`src/rtl/regfile_access_ctrl.sv`:
```
// regfile_access_ctrl: zero-fills the register file after reset, then forwards pipeline
// traffic and slots debug-host reads/writes between instructions while stalling the pipe.
module regfile_access_ctrl #(
  parameter int DATA_WIDTH = 32,
  parameter int ADDR_WIDTH = 5
) (
  input  logic                  clk,
  input  logic                  rst_n,
  input  logic                  cpu_write,
  input  logic [ADDR_WIDTH-1:0] cpu_wrAddr,
  input  logic [DATA_WIDTH-1:0] cpu_wrData,
  input  logic [ADDR_WIDTH-1:0] cpu_rdAddrA,
  input  logic [ADDR_WIDTH-1:0] cpu_rdAddrB,
  output logic                  cpu_stall,
  input  logic                  dbg_req,
  input  logic                  dbg_we,
  input  logic [ADDR_WIDTH-1:0] dbg_addr,
  input  logic [DATA_WIDTH-1:0] dbg_wdata,
  output logic                  dbg_ack,
  output logic [DATA_WIDTH-1:0] dbg_rdata,
  output logic                  init_done,
  output logic                  rf_write,
  output logic [ADDR_WIDTH-1:0] rf_wrAddr,
  output logic [DATA_WIDTH-1:0] rf_wrData,
  output logic [ADDR_WIDTH-1:0] rf_rdAddrA,
  output logic [ADDR_WIDTH-1:0] rf_rdAddrB,
  input  logic [DATA_WIDTH-1:0] rf_rdDataA
);
  typedef enum logic [2:0] {CLEAR, CLR_FLUSH, IDLE, DWR, DRD, DCAP, DONE} state_t;
  state_t state, state_nx;
  logic [ADDR_WIDTH-1:0] clr_idx;
  assign cpu_stall  = state != IDLE;
  assign dbg_ack    = state == DONE;
  assign rf_rdAddrB = cpu_rdAddrB;
  always_ff @(posedge clk or negedge rst_n)
    if (!rst_n) begin
      state     <= CLEAR;
      clr_idx   <= ADDR_WIDTH'(1);
      init_done <= 1'b0;
      dbg_rdata <= '0;
    end else begin
      state <= state_nx;
      if (state == CLEAR) clr_idx <= clr_idx + 1'b1;
      if (state == CLR_FLUSH) init_done <= 1'b1;
      if (state == DCAP) dbg_rdata <= (dbg_addr == '0) ? '0 : rf_rdDataA;
    end
  always_comb begin
    state_nx   = state;
    rf_write   = 1'b0;
    rf_wrAddr  = cpu_wrAddr;
    rf_wrData  = cpu_wrData;
    rf_rdAddrA = cpu_rdAddrA;
    case (state)
      CLEAR: begin
        // state sits in CLEAR throughout reset, so the write is gated by rst_n
        rf_write  = rst_n;
        rf_wrAddr = clr_idx;
        rf_wrData = '0;
        state_nx  = (&clr_idx) ? CLR_FLUSH : CLEAR;
      end
      CLR_FLUSH: state_nx = IDLE;
      IDLE: begin
        rf_write = cpu_write;
        state_nx = dbg_req ? (dbg_we ? DWR : DRD) : IDLE;
      end
      DWR: begin
        rf_write  = dbg_addr != '0;
        rf_wrAddr = dbg_addr;
        rf_wrData = dbg_wdata;
        state_nx  = DONE;
      end
      DRD: begin
        rf_rdAddrA = dbg_addr;
        state_nx   = DCAP;
      end
      DCAP: state_nx = DONE;
      DONE: state_nx = dbg_req ? DONE : IDLE;
      default: state_nx = CLEAR;
    endcase
  end
endmodule

```
`config.mk`:
```
export PLATFORM = sky130hd
export DESIGN_NAME = regfile_access_ctrl
export DESIGN_NICKNAME = d
export VERILOG_FILES = /design/src/rtl/regfile_access_ctrl.sv
export SDC_FILE = /design/constraint.sdc
export NUM_CORES = 1
export LEC_CHECK = 0
export ABC_CLOCK_PERIOD_IN_PS = 1900
export CAP_MARGIN = 25
export CELL_PAD_IN_SITES_DETAIL_PLACEMENT = 0
export CELL_PAD_IN_SITES_GLOBAL_PLACEMENT = 2
export CORE_ASPECT_RATIO = 0.5
export CORE_MARGIN = 8
export CORE_UTILIZATION = 16
export DETAILED_ROUTE_END_ITERATION = 6
export PLACE_DENSITY = 0.88
export SLEW_MARGIN = 20
export SYNTH_ARGS = -nofsm -noshare
export SYNTH_HDL_FRONTEND = slang
export SYNTH_SLANG_ARGS = --single-unit
```
`constraint.sdc`:
```
create_clock -name clk -period 1.9 [get_ports clk]
set_input_delay 0.38 -clock clk [delete_from_list [all_inputs] [get_ports clk]]
set_output_delay 0.38 -clock clk [all_outputs]
set_load 0.005 [all_outputs]
```
==> flow_summary.toml <==
[status]
outcome = "finished with violations"
violations = "setup timing"

[clocking]
clkLatencyLatePin_ps = 290
path_clk_slew_ps = 60
cts_htree_levels = 2
cts_inserted_buffers = 5
hold_buffers = 0
cts_tree = "yes"
cts_sinks = 41
clock-root-buffer = "clkbuf_16"
clockBufferDepth = 2

[global_routing]
grt_pass1_vias = 2906
antenna_found_initial = 0
overflow = 0
grt_max_degree = 42
grt_pass1_wl_mm = 17.02
grt_usage_pct = 11.14

[synthesis]
synth_top_family_by_area = "compound AO/OA/AOI/OAI gates"
ys_seq_elements = 41
muxShareOfSynthArea_pct = 3.761
synth_compound_gate_area_share_pct = 26.69
syn_area_mm2 = 0.002362
syn_avg_cell_area_um2 = 9.487
syn-instance-count = 249
synth.distinct_cells = 39
synth_seq_area_share_pct = 43.49
synth_fa_ha_area_share_pct = 1.059
syn-num-nets = 372
async_flop_share_pct = 100.0
synth_warnings = 0
synth-xor-area-share_pct = 1.112
synthFlopType = "dfrtp_1"
synth_edf_count = 0
yosys.area_share.simple_pct = 16.21

[route]
route.met2.wl_mm = 6.404
ant_nets = 0
met1Wirelength_mm = 4.480
drc = 0
drtIter0Drc = 121
vias = 2753
dr_wl_met3_um = 364
finalWirelength_mm = 11.34
highest_layer = "met4"
wl_per_cell_um = 16.90
drtPass1Iterations = 4
via_per_inst = 4.103

[pwr]
p_int_mw = 4.581
power_frac_clock_pct = 11.8
p_per_area_mw_per_mm2 = 1442
seqPwrFrac_pct = 22.5
p_sw_share_pct = 35.95
p_sw_mw = 2.571
max-vdd-ir-drop_mv = 0.4748
leakagePower_nw = 2.176
pwr-share-comb_pct = 65.7

[sta]
skew_ps = 3.654
timing.final.ws_setup_ps = -236.5
worst_hold_slack_ps = 188.4
relSlewSlack_pct = 61.88
worst-slew-pin-transition_ps = 571.8
max_freq_ghz = 0.4681
slew_violations = 0
min_period_ps = 2136
min_period_over_period_pct = 112.4
rsz0062_at_grt = "true"
setup_viol = 43
hold_viol = 0

[final_layout]
layout-area-overhead-vs-synth_pct = 110.0
post-route-util_pct = 34.37
regArea_mm2 = 0.001028
drive_gt1_share_pct = 29.81
multi_input_area_mm2 = 0.001227
n_antenna_cell = 0
fill_cells = 1506
fin_nets = 595

[floorplan]
start_util_pct = 16.37
rows = 31
pin_count = 204
fp.dieArea_mm2 = 0.01914
die_x_um = 187.8
core_mm2 = 0.01443
die_h_um = 101.9

[worst_setup_path]
path_class = "reg -> out"
cpMostUsedCell = "buf_6"
path_cells = "buf_6, buf_6, nor3_4, buf_6, buf_4, mux2_4, buf_6"
crit_fanout = 4
endpoint_kind = "output pin"
slowest_delay_ps = 380
cpMaxStageDelayCell = "dfrtp_1"
required_ps = 1520
start_kind = "flop"
arrival_ps = 1760

[placement]
place_ws_ps = -482.6
place.gp.congestion = 0.7543
dp_hpwl_mm = 8.384
numPortBuffers = 193

[hold_path]
min_path_type = "in -> async"

[job]
maxCapViolations = 0
## logic make-up (layout without fill, tap and decap cells)
kind of cell             Yosys count  count (layout)
XOR/XNOR                           3               3
flip-flops                        41              41
adder cells (fa/ha/maj)            2               2
multiplexers                       8               8
AND/OR/NAND/NOR                   83              83
buffers and inverters             28             252
AO/OA/AOI/OAI                     84              84
## path summary, 6_finish.rpt
path                          startpoint       endpoint  slack [ps]  depth (start not counted)
min reg2reg                dbg_rdata[15]  dbg_rdata[15]         480                          2
max reg2reg                     state[2]     clr_idx[4]         320                          4
min                                rst_n   dbg_rdata[2]         190                          2
max                             state[1]  rf_rdAddrA[4]        -240                          7
max in group asynchronous          rst_n       state[0]        1290                          2
min in group clk           dbg_rdata[15]  dbg_rdata[15]         480                          2
## layout make-up
cell class,count,area share (%)
multi-input cells,180,24.75
clock buffers,5,2.523
well taps,198,4.995
inverters,3,0.2775
repair buffers,241,46.37
clock inverters,3,0.3532
flip-flops and latches,41,20.74
## sequential cells by signal, indices dropped and copies added, names as in the netlist
name / count
dbg_rdata: 32
clr_idx: 5
state: 3
init_done: 1
## routing by layer
layer  vias up  global-route usage [%]
li1       1335                       -
met1      1361                   12.84
met2        48                   21.58
met3         9                   1.941
met4         0                   2.226
met5         -                       0
## power by group through the flow
stage	combinational [mW]	clock, mW	sequential (mW)
3_3_place_gp	4.24	0	1.59
2_1_floorplan	1.63	0	1.61
4_1_cts	4.55	0.875	1.61
5_1_grt	5.07	0.916	1.68
6_report	4.70	0.846	1.61
3_5_place_dp	4.27	0	1.60
## stage by stage
stage               std cells  power, mW  cell area (um2)  TNS [ps]
finish                    671      7.152             4960     -7141
global route              671      7.666             4960    -10500
CTS                       670      7.038             4882     -4693
detailed placement        641      5.875             4606    -14680
global placement          641      5.835             4606    -14230
floorplan                 249      3.242             2362         0
## Yosys cell counts, types with 2 or more instances
| master | instances | area, um2 |
|---|---|---|
| buf_6 | 3 | 33.78 |
| nand2_1 | 67 | 251.5 |
| o21ai_2 | 10 | 87.58 |
| mux2_2 | 7 | 78.83 |
| nor3_2 | 2 | 20.02 |
| buf_4 | 12 | 90.09 |
| o2bb2ai_1 | 5 | 43.79 |
| a22oi_1 | 5 | 37.54 |
| nor2b_1 | 2 | 12.51 |
| clkbuf_1 | 3 | 11.26 |
| ha_1 | 2 | 25.02 |
| a22o_1 | 32 | 280.3 |
| dfrtp_1 | 40 | 1001 |
| inv_1 | 2 | 7.510 |
| xnor2_1 | 2 | 17.52 |
| a21oi_1 | 4 | 20.02 |
| o21ai_0 | 14 | 70.07 |
| buf_2 | 7 | 35.03 |
| o21ai_1 | 10 | 50.05 |
## worst max-delay path: cells and delay by family, from the launching register on
family	cells	cell delay, ps
buffers and inverters	5	620
DFF	1	380
muxes	1	290
and+or+nand+nor	1	180
## cell usage in the layout (no fill, tap or decap), types with 5 or more instances in the layout
cell,count
clkdlybuf4s50_1,144
buf_4,26
o21ai_1,10
dfrtp_1,39
clkbuf_16,6
o21ai_2,10
buf_6,18
o2bb2ai_2,5
a22o_1,32
o21ai_0,14
buf_16,5
mux2_4,5
buf_2,40
nand2_1,67
## repair_timing
action                     CTS  global route
resized for setup          211            13
pin swaps                   15             9
setup endpoints to repair   45            62
gates cloned                 5             1
setup buffers               18             4
(Power assumes the default switching activity.)
